<file path="config.mk">
export PLATFORM = sky130hd
export DESIGN_NAME = iis_read_logic
export DESIGN_NICKNAME = d
export VERILOG_FILES = /design/src/rtl/iis_read_logic.sv
export SDC_FILE = /design/constraint.sdc
export NUM_CORES = 1
export LEC_CHECK = 0
export BUFFER_PORTS_ARGS = -buffer_cell sky130_fd_sc_hd__clkbuf_2
export CAP_MARGIN = 30
export CORE_UTILIZATION = 58
export DETAILED_ROUTE_END_ITERATION = 6
export PLACE_DENSITY = 0.86
export SYNTH_ARGS = -nofsm -noshare
export SYNTH_HDL_FRONTEND = slang
export SYNTH_SLANG_ARGS = --single-unit
</file>
<file path="constraint.sdc">
create_clock -name clk_100m -period 4.58 [get_ports clk_100m]
set_input_delay 0.229 -clock clk_100m [delete_from_list [all_inputs] [get_ports clk_100m]]
set_output_delay 0.229 -clock clk_100m [all_outputs]
set_load 0.01 [all_outputs]
</file>
<file path="src/rtl/iis_read_logic.sv">
// I2S receiver: oversamples bclk/lrclk/sdata_i in the clk_100m domain and deserialises
// MSB-first, one-bclk-delayed left/right words into a parallel pair with a valid strobe.
// Optional feature: define IIS_RX_FRAME_ERR_EN to enable the frame_err_o pulse on a
// truncated word; without it frame_err_o is tied low and recovery is unchanged.
module iis_read_logic #(
  parameter int unsigned DATA_W = 24
) (
  input  logic              clk_100m,
  input  logic              rst,
  input  logic              bclk,
  input  logic              lrclk,
  input  logic              sdata_i,
  input  logic              en,
  output logic [DATA_W-1:0] ldata_o,
  output logic [DATA_W-1:0] rdata_o,
  output logic              valid_o,
  output logic              frame_err_o
);

`ifdef IIS_RX_FRAME_ERR_EN
  localparam bit FrameErrEn = 1'b1;
`else
  localparam bit FrameErrEn = 1'b0;
`endif

  localparam logic [4:0] CntLast = 5'(DATA_W);

  typedef enum logic [4:0] {
    StIdle      = 5'b00001,
    StWaitLeft  = 5'b00010,
    StRecvLeft  = 5'b00100,
    StWaitRight = 5'b01000,
    StRecvRight = 5'b10000
  } state_e;

  state_e            state_q;
  logic [4:0]        cnt_q;
  logic [DATA_W-1:0] shift_q;
  logic [DATA_W-1:0] shadow_q;
  logic              pair_ok_q;

  // [0],[1] synchroniser, [2] edge-detect delay; data needs only the sync stage so that
  // its sample lines up with the bclk rise event
  logic [2:0] bclk_q;
  logic [2:0] lrclk_q;
  logic [1:0] sdata_q;

  logic              bclk_rise;
  logic              left_start;
  logic              right_start;
  logic              bit_evt;
  logic [DATA_W-1:0] word_next;

  // Synchronise the asynchronous I2S pins
  always_ff @(posedge clk_100m or posedge rst) begin
    if (rst) begin
      bclk_q  <= '0;
      lrclk_q <= '0;
      sdata_q <= '0;
    end else begin
      bclk_q  <= {bclk_q[1:0], bclk};
      lrclk_q <= {lrclk_q[1:0], lrclk};
      sdata_q <= {sdata_q[0], sdata_i};
    end
  end

  // Edge events; an lrclk edge in the same cycle suppresses the bit event
  always_comb begin
    bclk_rise   = bclk_q[1] & ~bclk_q[2];
    left_start  = ~lrclk_q[1] & lrclk_q[2];
    right_start = lrclk_q[1] & ~lrclk_q[2];
    bit_evt     = bclk_rise & ~(left_start | right_start);
    word_next   = {shift_q[DATA_W-2:0], sdata_q[1]};
  end

  // Receive FSM with bit counter, shift register, shadow and registered outputs
  always_ff @(posedge clk_100m or posedge rst) begin
    if (rst) begin
      state_q     <= StIdle;
      cnt_q       <= '0;
      shift_q     <= '0;
      shadow_q    <= '0;
      pair_ok_q   <= 1'b0;
      ldata_o     <= '0;
      rdata_o     <= '0;
      valid_o     <= 1'b0;
      frame_err_o <= 1'b0;
    end else begin
      valid_o     <= 1'b0;
      frame_err_o <= 1'b0;
      if (!en) begin
        state_q   <= StIdle;
        cnt_q     <= '0;
        shift_q   <= '0;
        shadow_q  <= '0;
        pair_ok_q <= 1'b0;
      end else begin
        unique case (state_q)
          StIdle: state_q <= StWaitLeft;

          // right_start is ignored so a stream always locks on a left word first
          StWaitLeft: begin
            if (left_start) begin
              state_q   <= StRecvLeft;
              cnt_q     <= '0;
              shift_q   <= '0;
              pair_ok_q <= 1'b0;
            end
          end

          StRecvLeft: begin
            if (right_start) begin
              // Truncated left word: abandon the pair, still track the right slot
              state_q     <= StRecvRight;
              cnt_q       <= '0;
              shift_q     <= '0;
              pair_ok_q   <= 1'b0;
              frame_err_o <= FrameErrEn && (cnt_q != '0);
            end else if (bit_evt) begin
              if (cnt_q != '0) shift_q <= word_next;
              cnt_q <= cnt_q + 5'd1;
              if (cnt_q == CntLast) begin
                shadow_q  <= word_next;
                pair_ok_q <= 1'b1;
                cnt_q     <= '0;
                state_q   <= StWaitRight;
              end
            end
          end

          StWaitRight: begin
            if (right_start) begin
              state_q <= StRecvRight;
              cnt_q   <= '0;
              shift_q <= '0;
            end
          end

          StRecvRight: begin
            if (left_start) begin
              state_q     <= StRecvLeft;
              cnt_q       <= '0;
              shift_q     <= '0;
              pair_ok_q   <= 1'b0;
              frame_err_o <= FrameErrEn && (cnt_q != '0);
            end else if (bit_evt) begin
              if (cnt_q != '0) shift_q <= word_next;
              cnt_q <= cnt_q + 5'd1;
              if (cnt_q == CntLast) begin
                // Only a pair whose left word completed cleanly is published
                if (pair_ok_q) begin
                  rdata_o <= word_next;
                  ldata_o <= shadow_q;
                  valid_o <= 1'b1;
                end
                pair_ok_q <= 1'b0;
                cnt_q     <= '0;
                state_q   <= StWaitLeft;
              end
            end
          end

          default: state_q <= StIdle;
        endcase
      end
    end
  end

endmodule

</file>
==> results.sh <==
export IMPL_rows=33
export IMPL_synthTopCellsByArea="dfrtp_1 (56%), mux2_2 (8.8%), nand4_1 (6.3%)"
export IMPL_post_cts_buffers=0
export IMPL_area_growth_pct=17.8
export IMPL_p_leak_uw=0.00280
export IMPL_ys_ff_latch=115
export IMPL_syn_inst=417
export IMPL_grt_pass1_vias=3650
export IMPL_hold_viol=0
export IMPL_avgSynthCellArea_um2=12.2
export IMPL_multi_input_area_um2=1880
export IMPL_grt_pass1_wl_um=18100
export IMPL_setup_tns_final_ns=0
export IMPL_final_layout_size_suffix_gt1_share_pct=29.6
export IMPL_initial_core_util_pct=61.0
export IMPL_fin_nets=472
export IMPL_cts_tree="done"
export IMPL_avgRoutedWirePerCell_um=18.6
export IMPL_grt_overflow_total=0
export IMPL_max_slew_margin_pct=14.1
export IMPL_synth_area_leader_cell="dfrtp_1"
export IMPL_avgViaCountPerCell=6.37
export IMPL_wl_met2_um=5620
export IMPL_power_density_nw_per_um2=414
export IMPL_die_x_um=95.7
export IMPL_place_ws_ns=1.69
export IMPL_synth_top_cell_area_share_pct=56.0
export IMPL_yosysWarningCount=0
export IMPL_drc_errors=0
export IMPL_rrSetupSlack_ns=1.74
export IMPL_cts_root_buf="clkbuf_8"
export IMPL_n_antenna_cell=0
export IMPL_max_freq_mhz=352
export IMPL_drt_total_wl_um=10800
export IMPL_ir_worst_vdd_uv=319
export IMPL_status="complete, no violations"
export IMPL_async_flop_share_pct=100
export IMPL_grt_setup_unrepaired="no"
export IMPL_synth_edff_count=0
export IMPL_grt_start_max_net_pins=80
export IMPL_top_layer="met4"
export IMPL_hold_class="in2async"
export IMPL_clk_pin_slew_worst_paths_ns=0.05
export IMPL_setup_violations=0
export IMPL_numCtsBuffers=17
export IMPL_yosysSeqAreaShare_pct=56.6
export IMPL_synth_cell_types=55
export IMPL_cts_resized=0
export IMPL_cts_buffer_depth=2
export IMPL_gr_usage_all_layers_pct=26.6
export IMPL_gp_congestion=0.886
export IMPL_synthesis_nets=427
export IMPL_start_kind="flip-flop"
export IMPL_drt_pass1_iter_count=4
export IMPL_synth_top_flop_cell="dfrtp_1"
export IMPL_clock_sinks=115
export IMPL_portBuffers=54
export IMPL_cp_arrival_ns=3.23
export IMPL_vias=3683
export IMPL_wirelength_met1_um=4450
export IMPL_nFillCells=534
export IMPL_dr_first_iter_drc_count=305
export IMPL_required_ns=4.97
export IMPL_coreArea_um2=8340
export IMPL_layout_setup_ws_ns=1.74
export IMPL_period_share_pct=62.0
export IMPL_crit_start="state_q[4]"
export IMPL_path_class="reg2reg"
export IMPL_hpwl_um=6150
export IMPL_antenna_found_initial=0
export IMPL_ios=56
export IMPL_cp_end_kind="flip-flop"
export IMPL_insertion_delay_ns=0.51
export IMPL_routed_wl_met3_um=569
export IMPL_drv_slew=0
export IMPL_route_antenna_remaining_nets=0
export IMPL_reg2reg_from="state_q[4]"
export IMPL_min_period_ns=2.84
export IMPL_htree_num_levels=4
export IMPL_dieArea_um2=9150
export IMPL_maxCapViolations=0
export IMPL_synth_area_um2=5090
export IMPL_crit_fanout=25
export IMPL_skew_ns=0.00803
export IMPL_fp_dieH_um=95.7
export IMPL_seqCellArea_um2=2880
export IMPL_tightestPinTransition_ns=1.29
==> metrics by stage <==
step	std cells	total power, µW	instance area, µm²	hold slack [ns]	utilization, %
finish	578	2480	5990	0.291	71.9
global route	578	2580	5990	0.345	71.9
CTS	576	2500	5960	0.340	71.5
detailed placement	542	1250	5360	0.339	64.3
global placement	541	1230	5350	0.332	64.1
floorplan	417	1200	5090	0.260	-
==> Yosys cell counts, drive strengths merged (3+ instances only) <==
cell type / count
dfrtp: 114
nand4: 51
mux2: 49
inv: 36
o211ai: 25
a32o: 24
buf: 22
clkbuf: 18
nor2: 7
nand2: 6
a21oi: 5
ha: 4
nand3: 4
nor2b: 4
o21ai: 4
nand2b: 3
o221ai: 3
o311a: 3
==> flip-flops by register name, summed over array words and instances (netlist names), 2 cells and up <==
signal / cells
shadow_q: 24
bclk_q: 3
lrclk_q: 3
shift_q: 23
cnt_q: 5
rdata_o: 24
state_q: 5
sdata_q: 2
ldata_o: 24
==> power breakdown <==
group / internal (µW) / switching [µW] / leakage [µW]
clock network: 822 / 422 / 0.000278
logic: 53.2 / 128 / 0.000937
registers: 1030 / 26.4 / 0.00158
total: 1910 / 576 / 0.00280
==> per-layer routing <==
| metal | GRT usage, % | vias to the layer above |
|---|---|---|
| met2 | 42.6 | 145 |
| met1 | 33.9 | 1863 |
| met3 | 7.26 | 13 |
| li1 | - | 1662 |
| met5 | 0 | - |
| met4 | 11.7 | 0 |
==> kinds of logic after synthesis <==
kind of cell               after synthesis  share of synthesized area [%]
AOI/OAI and AO/OA                       79                           12.9
xor gates and xnor gates                 1                          0.172
adders and majority gates                4                          0.983
buffers and inverters                   76                           6.96
DFF                                    115                           56.6
muxes                                   49                           10.8
other                                    1                         0.0737
and+or+nand+nor                         92                           11.5
==> cell type report <==
class                      instances  share of cell area (%)
clock inverter                     5                    1.25
timing repair buffer              66                    6.85
multi-input combinational        226                    31.3
tap                              105                    2.19
sequential                       115                    48.0
inverter                          36                    2.30
clock buffer                      25                    8.08
==> worst max-delay path: stages, from the launching register on <==
cell and delay, ns:
dfrtp_1 0.54, or3b_2 0.53, or3_4 0.37, nor2_4 0.62, buf_12 0.27, mux2_2 0.37
==> path summary, 6_finish.rpt <==
path	endpoint	cells after the start
min	ldata_o[13]	3
min reg2reg	bclk_q[1]	0
max reg2reg	ldata_o[18]	5
min in group clk_100m	bclk_q[1]	0
max in group asynchronous	state_q[0]	5
max	ldata_o[18]	5
==> cells in the final DEF, fill, tap and decap left out, drive strengths merged, types with 2 or more instances in the layout <==
master       Yosys  final
o221ai           3      3
nor3b            2      2
or3              2      2
bufinv           0      2
a21oi            5      5
ha               4      4
nor2b            4      4
nor2             7      7
inv             36     36
nand2b           3      3
buf             22      8
nand3            4      4
nand2            6      6
a22oi            2      2
clkinv           0      3
mux2            49     49
nor3             2      2
o21ai            4      4
o211ai          25     25
dfrtp          114    114
clkbuf          18     79
dlygate4sd3      0      4
o311a            3      3
a32o            24     24
nand4           51     51
a21o             2      2
==> repair_timing <==
item | CTS | global route
hold buffers | 4 | 0
setup endpoints to repair | 0 | 0
hold endpoints to repair | 81 | 0
(Power assumes the default switching activity.)
